## config.mk

```make
export PLATFORM = sky130hd
export DESIGN_NAME = debounce_bank
export DESIGN_NICKNAME = d
export VERILOG_FILES = /design/src/rtl/debounce_pkg.sv /design/src/rtl/debounce_channel.sv /design/src/rtl/debounce_bank.sv
export SDC_FILE = /design/constraint.sdc
export NUM_CORES = 1
export LEC_CHECK = 0
export BUFFER_PORTS_ARGS = -buffer_cell sky130_fd_sc_hd__clkbuf_2
export CORE_ASPECT_RATIO = 0.9
export CORE_MARGIN = 1.5
export CORE_UTILIZATION = 41
export DETAILED_ROUTE_END_ITERATION = 7
export MAX_ROUTING_LAYER = met4
export PLACE_DENSITY = 0.65
export SLEW_MARGIN = 20
export SYNTH_ARGS = -nofsm -noshare
export SYNTH_HDL_FRONTEND = slang
export SYNTH_SLANG_ARGS = --single-unit
export TNS_END_PERCENT = 100
```

## constraint.sdc

```tcl
create_clock -name clk -period 1.7 [get_ports clk]
set_input_delay 0.17 -clock clk [delete_from_list [all_inputs] [get_ports clk]]
set_output_delay 0.17 -clock clk [all_outputs]
set_load 0.02 [all_outputs]
```

## src/rtl/debounce_pkg.sv

```systemverilog
`timescale 1ns/1ps
// Shared types and helpers for the multi-channel button debouncer.
package debounce_pkg;

  typedef enum logic [1:0] {
    LOW       = 2'd0,
    WAIT_HIGH = 2'd1,
    HIGH      = 2'd2,
    WAIT_LOW  = 2'd3
  } debounce_state_t;

  function automatic int unsigned max_u(input int unsigned a, input int unsigned b);
    return (a > b) ? a : b;
  endfunction

endpackage

```

## src/rtl/debounce_channel.sv

```systemverilog
`timescale 1ns/1ps
// One button channel: synchroniser, bounce filter FSM and optional long-press detector.
module debounce_channel
  import debounce_pkg::*;
#(
  parameter int unsigned BOUNCE_TICKS = 10,
  parameter int unsigned HOLD_TICKS   = 0,
  parameter int unsigned SYNC_STAGES  = 2
) (
  input  logic clk,
  input  logic rst,
  input  logic ena,
  input  logic raw,
  output logic level,
  output logic rise,
  output logic fall,
  output logic held
);

  localparam int unsigned CNT_W = $clog2(max_u(BOUNCE_TICKS, HOLD_TICKS) + 1);
  localparam logic [CNT_W-1:0] BOUNCE_MAX = CNT_W'(BOUNCE_TICKS);
  localparam logic [CNT_W-1:0] HOLD_MAX   = CNT_W'(HOLD_TICKS);
  localparam logic [CNT_W-1:0] HOLD_LAST  = (HOLD_TICKS > 0) ? CNT_W'(HOLD_TICKS - 1) : '0;
  localparam bit               HOLD_EN    = (HOLD_TICKS > 0);

  logic [SYNC_STAGES-1:0] sync_q;
  logic                   s;
  debounce_state_t        state_q;
  logic [CNT_W-1:0]       cnt_q;
  logic [CNT_W-1:0]       hold_q;
  logic                   level_q;
  logic                   rise_q;
  logic                   fall_q;
  logic                   held_q;

  always_ff @(posedge clk) begin
    if (rst) sync_q <= '0;
    else     sync_q <= {sync_q[SYNC_STAGES-2:0], raw};
  end

  assign s = sync_q[SYNC_STAGES-1];

  // Filter FSM; the hold counter only runs while the accepted level is high.
  always_ff @(posedge clk) begin
    if (rst) begin
      state_q <= LOW;
      cnt_q   <= '0;
      hold_q  <= '0;
      level_q <= 1'b0;
      rise_q  <= 1'b0;
      fall_q  <= 1'b0;
      held_q  <= 1'b0;
    end else begin
      rise_q <= 1'b0;
      fall_q <= 1'b0;
      held_q <= 1'b0;
      if (HOLD_EN && level_q && ena && (hold_q != HOLD_MAX)) begin
        hold_q <= hold_q + CNT_W'(1);
        held_q <= (hold_q == HOLD_LAST);
      end
      case (state_q)
        LOW: begin
          if (s) begin
            state_q <= WAIT_HIGH;
            cnt_q   <= '0;
          end
        end
        WAIT_HIGH: begin
          if (!s) begin
            state_q <= LOW;
          end else if (ena) begin
            if (cnt_q == BOUNCE_MAX) begin
              state_q <= HIGH;
              level_q <= 1'b1;
              rise_q  <= 1'b1;
              hold_q  <= '0;
            end else begin
              cnt_q <= cnt_q + CNT_W'(1);
            end
          end
        end
        HIGH: begin
          if (!s) begin
            state_q <= WAIT_LOW;
            cnt_q   <= '0;
          end
        end
        WAIT_LOW: begin
          if (s) begin
            state_q <= HIGH;
          end else if (ena) begin
            if (cnt_q == BOUNCE_MAX) begin
              state_q <= LOW;
              level_q <= 1'b0;
              fall_q  <= 1'b1;
            end else begin
              cnt_q <= cnt_q + CNT_W'(1);
            end
          end
        end
        default: state_q <= LOW;
      endcase
    end
  end

  assign level = level_q;
  assign rise  = rise_q;
  assign fall  = fall_q;
  assign held  = held_q;

endmodule

```

## src/rtl/debounce_bank.sv

```systemverilog
`timescale 1ns/1ps
// N independent debounce channels with concatenated level and event outputs.
module debounce_bank
  import debounce_pkg::*;
#(
  parameter int unsigned N            = 2,
  parameter int unsigned BOUNCE_TICKS = 10,
  parameter int unsigned HOLD_TICKS   = 0,
  parameter int unsigned SYNC_STAGES  = 2
) (
  input  logic         clk,
  input  logic         rst,
  input  logic         ena,
  input  logic [N-1:0] raw,
  output logic [N-1:0] level,
  output logic [N-1:0] rise,
  output logic [N-1:0] fall,
  output logic [N-1:0] held
);

  for (genvar g = 0; g < N; g++) begin : g_ch
    debounce_channel #(
      .BOUNCE_TICKS(BOUNCE_TICKS),
      .HOLD_TICKS  (HOLD_TICKS),
      .SYNC_STAGES (SYNC_STAGES)
    ) u_ch (
      .clk  (clk),
      .rst  (rst),
      .ena  (ena),
      .raw  (raw[g]),
      .level(level[g]),
      .rise (rise[g]),
      .fall (fall[g]),
      .held (held[g])
    );
  end

endmodule

```

Yosys cells after proc, flatten, opt, wreduce, memory -nomap -nowiden. Index checks and enable logic that the tools add are counted. W data, S select, Z words.

Register bits: 22. Bits of input ports: 5. Logic and storage cells: 116.

$add $sub $neg: 2. Equal/unequal tests: 32. Multiplexer cells: 50. Bitwise operators: 6. Reduce and logical (&&, ||, !) cells: 14.

Operators by type and width (number): $mux W4 (12); $mux W2 (16); $pmux W4 S4 (2); $mux W1 (16); $ne A2 B1 Y1 const B (8); $ne A2 B2 Y1 const B (8); $pmux W2 S4 (2); $reduce_and A7 Y1 (2); $ne A3 B3 Y1 const B (4); $reduce_and A6 Y1 (2); $reduce_or A3 Y1 (4); $add A4 B1 Y4 const B (2); $eq A2 B2 Y1 const B (4); $eq A4 B4 Y1 const B (2); $reduce_and A4 Y1 (2); $ne A3 B1 Y1 const B (2); $ne A3 B2 Y1 const B (2); $not A1 Y1 (6); $eq A2 B1 Y1 const B (2); $logic_not A2 Y1 (2); $pmux W1 S2 (2); $reduce_bool A2 Y1 (2).

Logic depth before layout (Yosys ltp).
Depth in word-level cells: 5. Depth in mapped cells: 5. Gate-level depth less buffers: 5.

By module. A second synthesis with hierarchy kept.

Cell total of the unflattened synthesis: 118. Area, all modules: 1096.1 um2.

Modules (own cells, without submodules): debounce_channel (times used 2, cells an instance 59, area each 548.0 um2, sequential area each 220.2 um2).

Least setup slack after synthesis. OpenSTA, ideal clock, no wires.

Path kind: register -> register. From: reg g_ch[1].u_ch.cnt_q[0]. To: reg g_ch[1].u_ch.cnt_q[0]. Setup time: 0.086 ns. Arrival: 1.367 ns. Setup slack: 0.248 ns. Cell stages (with the launch flop): 6. Path buffers: 0. Clock period less this slack: 1.452 ns. Cell sequence: dfxtp_1 > inv_1 > ha_1 > and3b_1 > or3_1 > a211oi_1.

Word-level cells in the longest chain between the ends: 5. Elaborated cells on any way between the ends: 7.

RTL lines: start, declared (line debounce_channel.sv:29) `logic [CNT_W-1:0] cnt_q;`; start signal, assigned (line debounce_channel.sv:78) `cnt_q <= cnt_q + CNT_W'(1);`; start signal, assigned (line debounce_channel.sv:97) `cnt_q <= cnt_q + CNT_W'(1);`; $add A4 B1 Y4 or $eq A4 B4 Y1 (tied branches); $mux W4 (line debounce_channel.sv:72, debounce_channel.sv:92); $mux W4 * (line debounce_channel.sv:71) `end else if (ena) begin`; $mux W4 (on tied branches) (line debounce_channel.sv:89, debounce_channel.sv:69); $pmux W4 S4 * (line debounce_channel.sv:61) `case (state_q)`.

Mark *: on every way between the ends. The rest lies on a longest branch, timed or not. The select of a mux whose other input is x is not followed. A chain may end at the register's enable or synchronous reset.

Worst setup path after layout. Same ends and word-level chain as after synthesis.

==> qor.csv <==
metric;value;unit
pin_count;13;
fin_skew;0.01020;ns
finalSetupViolations;0;
track_usage;15.35;%
final_cell_mix;dfxtp_1 (21), clkbuf_2 (10), nand2_1 (8);
antenna_found_initial;0;
wire_per_inst;13.46;um
clock_latency;0.31;ns
dr.pass1.iters;4;
drt_first_iter_violations;13;
clock_path_buffers;2;
cellLeakagePower;0.4097;nW
peakVddDrop;0.8506;mV
synth_seq_cells;22;
first_global_vias;789;
clk_pin_slew;0.11;ns
period_needed;1.577;ns
place_hpwl;1392;um
final-seq-area;441.7;um2
setup_ws;0.1231;ns
yosys_warnings;0;
htreeDepth;1;
critical_path_class;reg -> reg;
grt_pass1_wl;3484;um
synth-edff-count;0;
r2r_slack;0.12;ns
min_period_over_period;92.76;%
syn_area;0.001079;mm2
die-area;0.002948;mm2
worstReg2RegEnd;g_ch[1].u_ch.cnt_q[0];
hold_path.startpoint;raw[1];
fmax;634.1;MHz
cts_hold_buf;0;
routed_wl;1992;um
async_flop_share;0;%
hold_viol_final;0;
totalPowerFinal;0.9694;mW
viasPerCell;5.838;
drc;0;
die_w;57.07;um
cts_tree;yes;
drv_slew;0;
grt_max_degree;16;
grt-ovfl-total;0;
crit_chain;inv_1 -> ha_1 -> and3b_1 -> or3_1 -> a211oi_1;
whs_path_depth;2;
hold_class;in -> reg;
clock_sinks;22;
cts-buffers-inserted;3;
vias;864;
io_buffer_count;10;
r2r_start;g_ch[1].u_ch.cnt_q[0];
setup_tns;0;ns
ys.flop_type;dfxtp_1;
core_area;0.002467;mm2
rsz0062_at_grt;no;
floorplan.initialDensity;43.71;%
timing.hold.ws;0.06549;ns
critPathRequiredTime;1.92;ns
rows;17;
synth-seq-area-share;40.84;%
pre_cts_ws;0.1220;ns
fin_nets;130;
gp_congestion;0.8694;
fill_cells;237;
antenna_left;0;
whs_endpoint;g_ch[1].u_ch.sync_q[0];
final_common_cell;dfxtp_1;
die_height;51.66;um
path_max_fanout;4;
multi_input_comb_area;543.0;um2
cpPeakStageDelay;0.41;ns
area_delta_synth_final;6.496;%
synthCells;118;
worstSetupStartpointType;flip-flop;
slowest_stage;or3_1;
cts_root_buffer;clkbuf_4;
max-cap-violations;0;
worst-r2r-cell-count;5;
outcome;completed;
tightest_slew;0.5433;ns
drive_above_1_share;14.17;%
worstPathArrival;1.80;ns
endpoint_kind;flip-flop;
yosysUniqueCellTypes;36;
syn_avg_cell_area;9.140;um2
max-slew-margin-rel;63.52;%
powerDensity;844.0;mW/mm2
n_antenna_cell;0;
## cells in the mapped netlist, drive strengths merged (2+ instances only)
master	instances	area share (%)
and3b	2	1.6
ha	4	4.6
dfxtp	22	41
o21ai	3	1.4
xnor2	2	1.6
buf	10	6.4
nand2	8	2.8
or4b	2	1.9
nor2b	7	4.1
a21oi	3	1.4
inv	3	1.0
nand3	7	3.2
clkbuf	5	1.7
and4b	2	1.9
nor4b	4	3.2
nand3b	2	1.4
o31ai	4	2.8
o311ai	5	4.1
a31oi	3	1.7
nand4	6	3.5
## area by class of cell
| class | count | share of cell area, % |
|---|---|---|
| flip-flops and latches | 22 | 38.45 |
| multi-input cells | 79 | 47.28 |
| repair buffers | 12 | 5.664 |
| clock inverters | 1 | 2.614 |
| inverters | 3 | 0.9804 |
| well taps | 28 | 3.050 |
| clock buffers | 3 | 1.961 |
## sequential cells by signal (all words and copies together) (netlist names), named ones only
name,flops
g_ch.u_ch.sync_q,4
g_ch.u_ch.rise,2
g_ch.u_ch.state_q,2
g_ch.u_ch.fall,2
g_ch.u_ch.cnt_q,8
g_ch.u_ch.level,2
## timing repair
item                       in CTS  in global routing
resized for setup               0                  1
setup buffers                   0                  0
setup endpoints to repair       0                  1
## metrics by stage
stage | util, % | std cells | cell area [um2]
2_1_floorplan | - | 119 | 1082
3_5_place_dp | 44.37 | 144 | 1095
4_1_cts | 46.50 | 148 | 1147
3_3_place_gp | 44.37 | 144 | 1095
6_report | 46.55 | 148 | 1149
5_1_grt | 46.55 | 148 | 1149
## cell families (layout without fill, tap and decap cells)
kind of cell / after synthesis / in the layout / share of synthesized area (%)
compound gates: 23 / 23 / 14.97
xor+xnor: 3 / 3 / 2.437
fa+ha+maj: 4 / 4 / 4.641
buf+inv: 18 / 19 / 9.164
flops: 22 / 22 / 40.84
other cells: 1 / 2 / 0.3477
simple gates: 47 / 47 / 27.61
## worst max path at each step
stage	start	endpoint	slack (ns)	cells after the start
global placement	g_ch[1].u_ch.cnt_q[0]	g_ch[1].u_ch.cnt_q[0]	0.19	5
detailed placement	g_ch[1].u_ch.cnt_q[0]	g_ch[1].u_ch.cnt_q[1]	0.12	5
finish	g_ch[1].u_ch.cnt_q[0]	g_ch[1].u_ch.cnt_q[0]	0.12	5
floorplan	g_ch[1].u_ch.cnt_q[0]	g_ch[1].u_ch.cnt_q[0]	0.25	5
CTS	g_ch[1].u_ch.cnt_q[0]	g_ch[1].u_ch.cnt_q[0]	0.10	5
global route	g_ch[1].u_ch.cnt_q[0]	g_ch[1].u_ch.cnt_q[0]	0.006	5
## worst max-delay path, delay by kind of cell (launching register included)
family,cells,cell delay [ns]
buffers and inverters,1,0.07
AOI/OAI and AO/OA,1,0.24
DFF,1,0.36
adders and majority gates,1,0.22
and+or+nand+nor,2,0.61
## power breakdown
part           switching [mW]  internal, mW  total (mW)
Clock                   0.159         0.238       0.398
Combinational          0.0296        0.0136      0.0433
Sequential            0.00732         0.521       0.529
## metal layers
layer | global-route usage [%] | vias up | part of all wire (%)
li1 | - | 435 | -
met1 | 19.88 | 407 | 51
met2 | 23.37 | 20 | 43
met3 | 4.726 | 2 | 4.5
met4 | 4.264 | 0 | 0.70
met5 | - | - | 0
No activity file was read; power rests on OpenSTA's default activity.
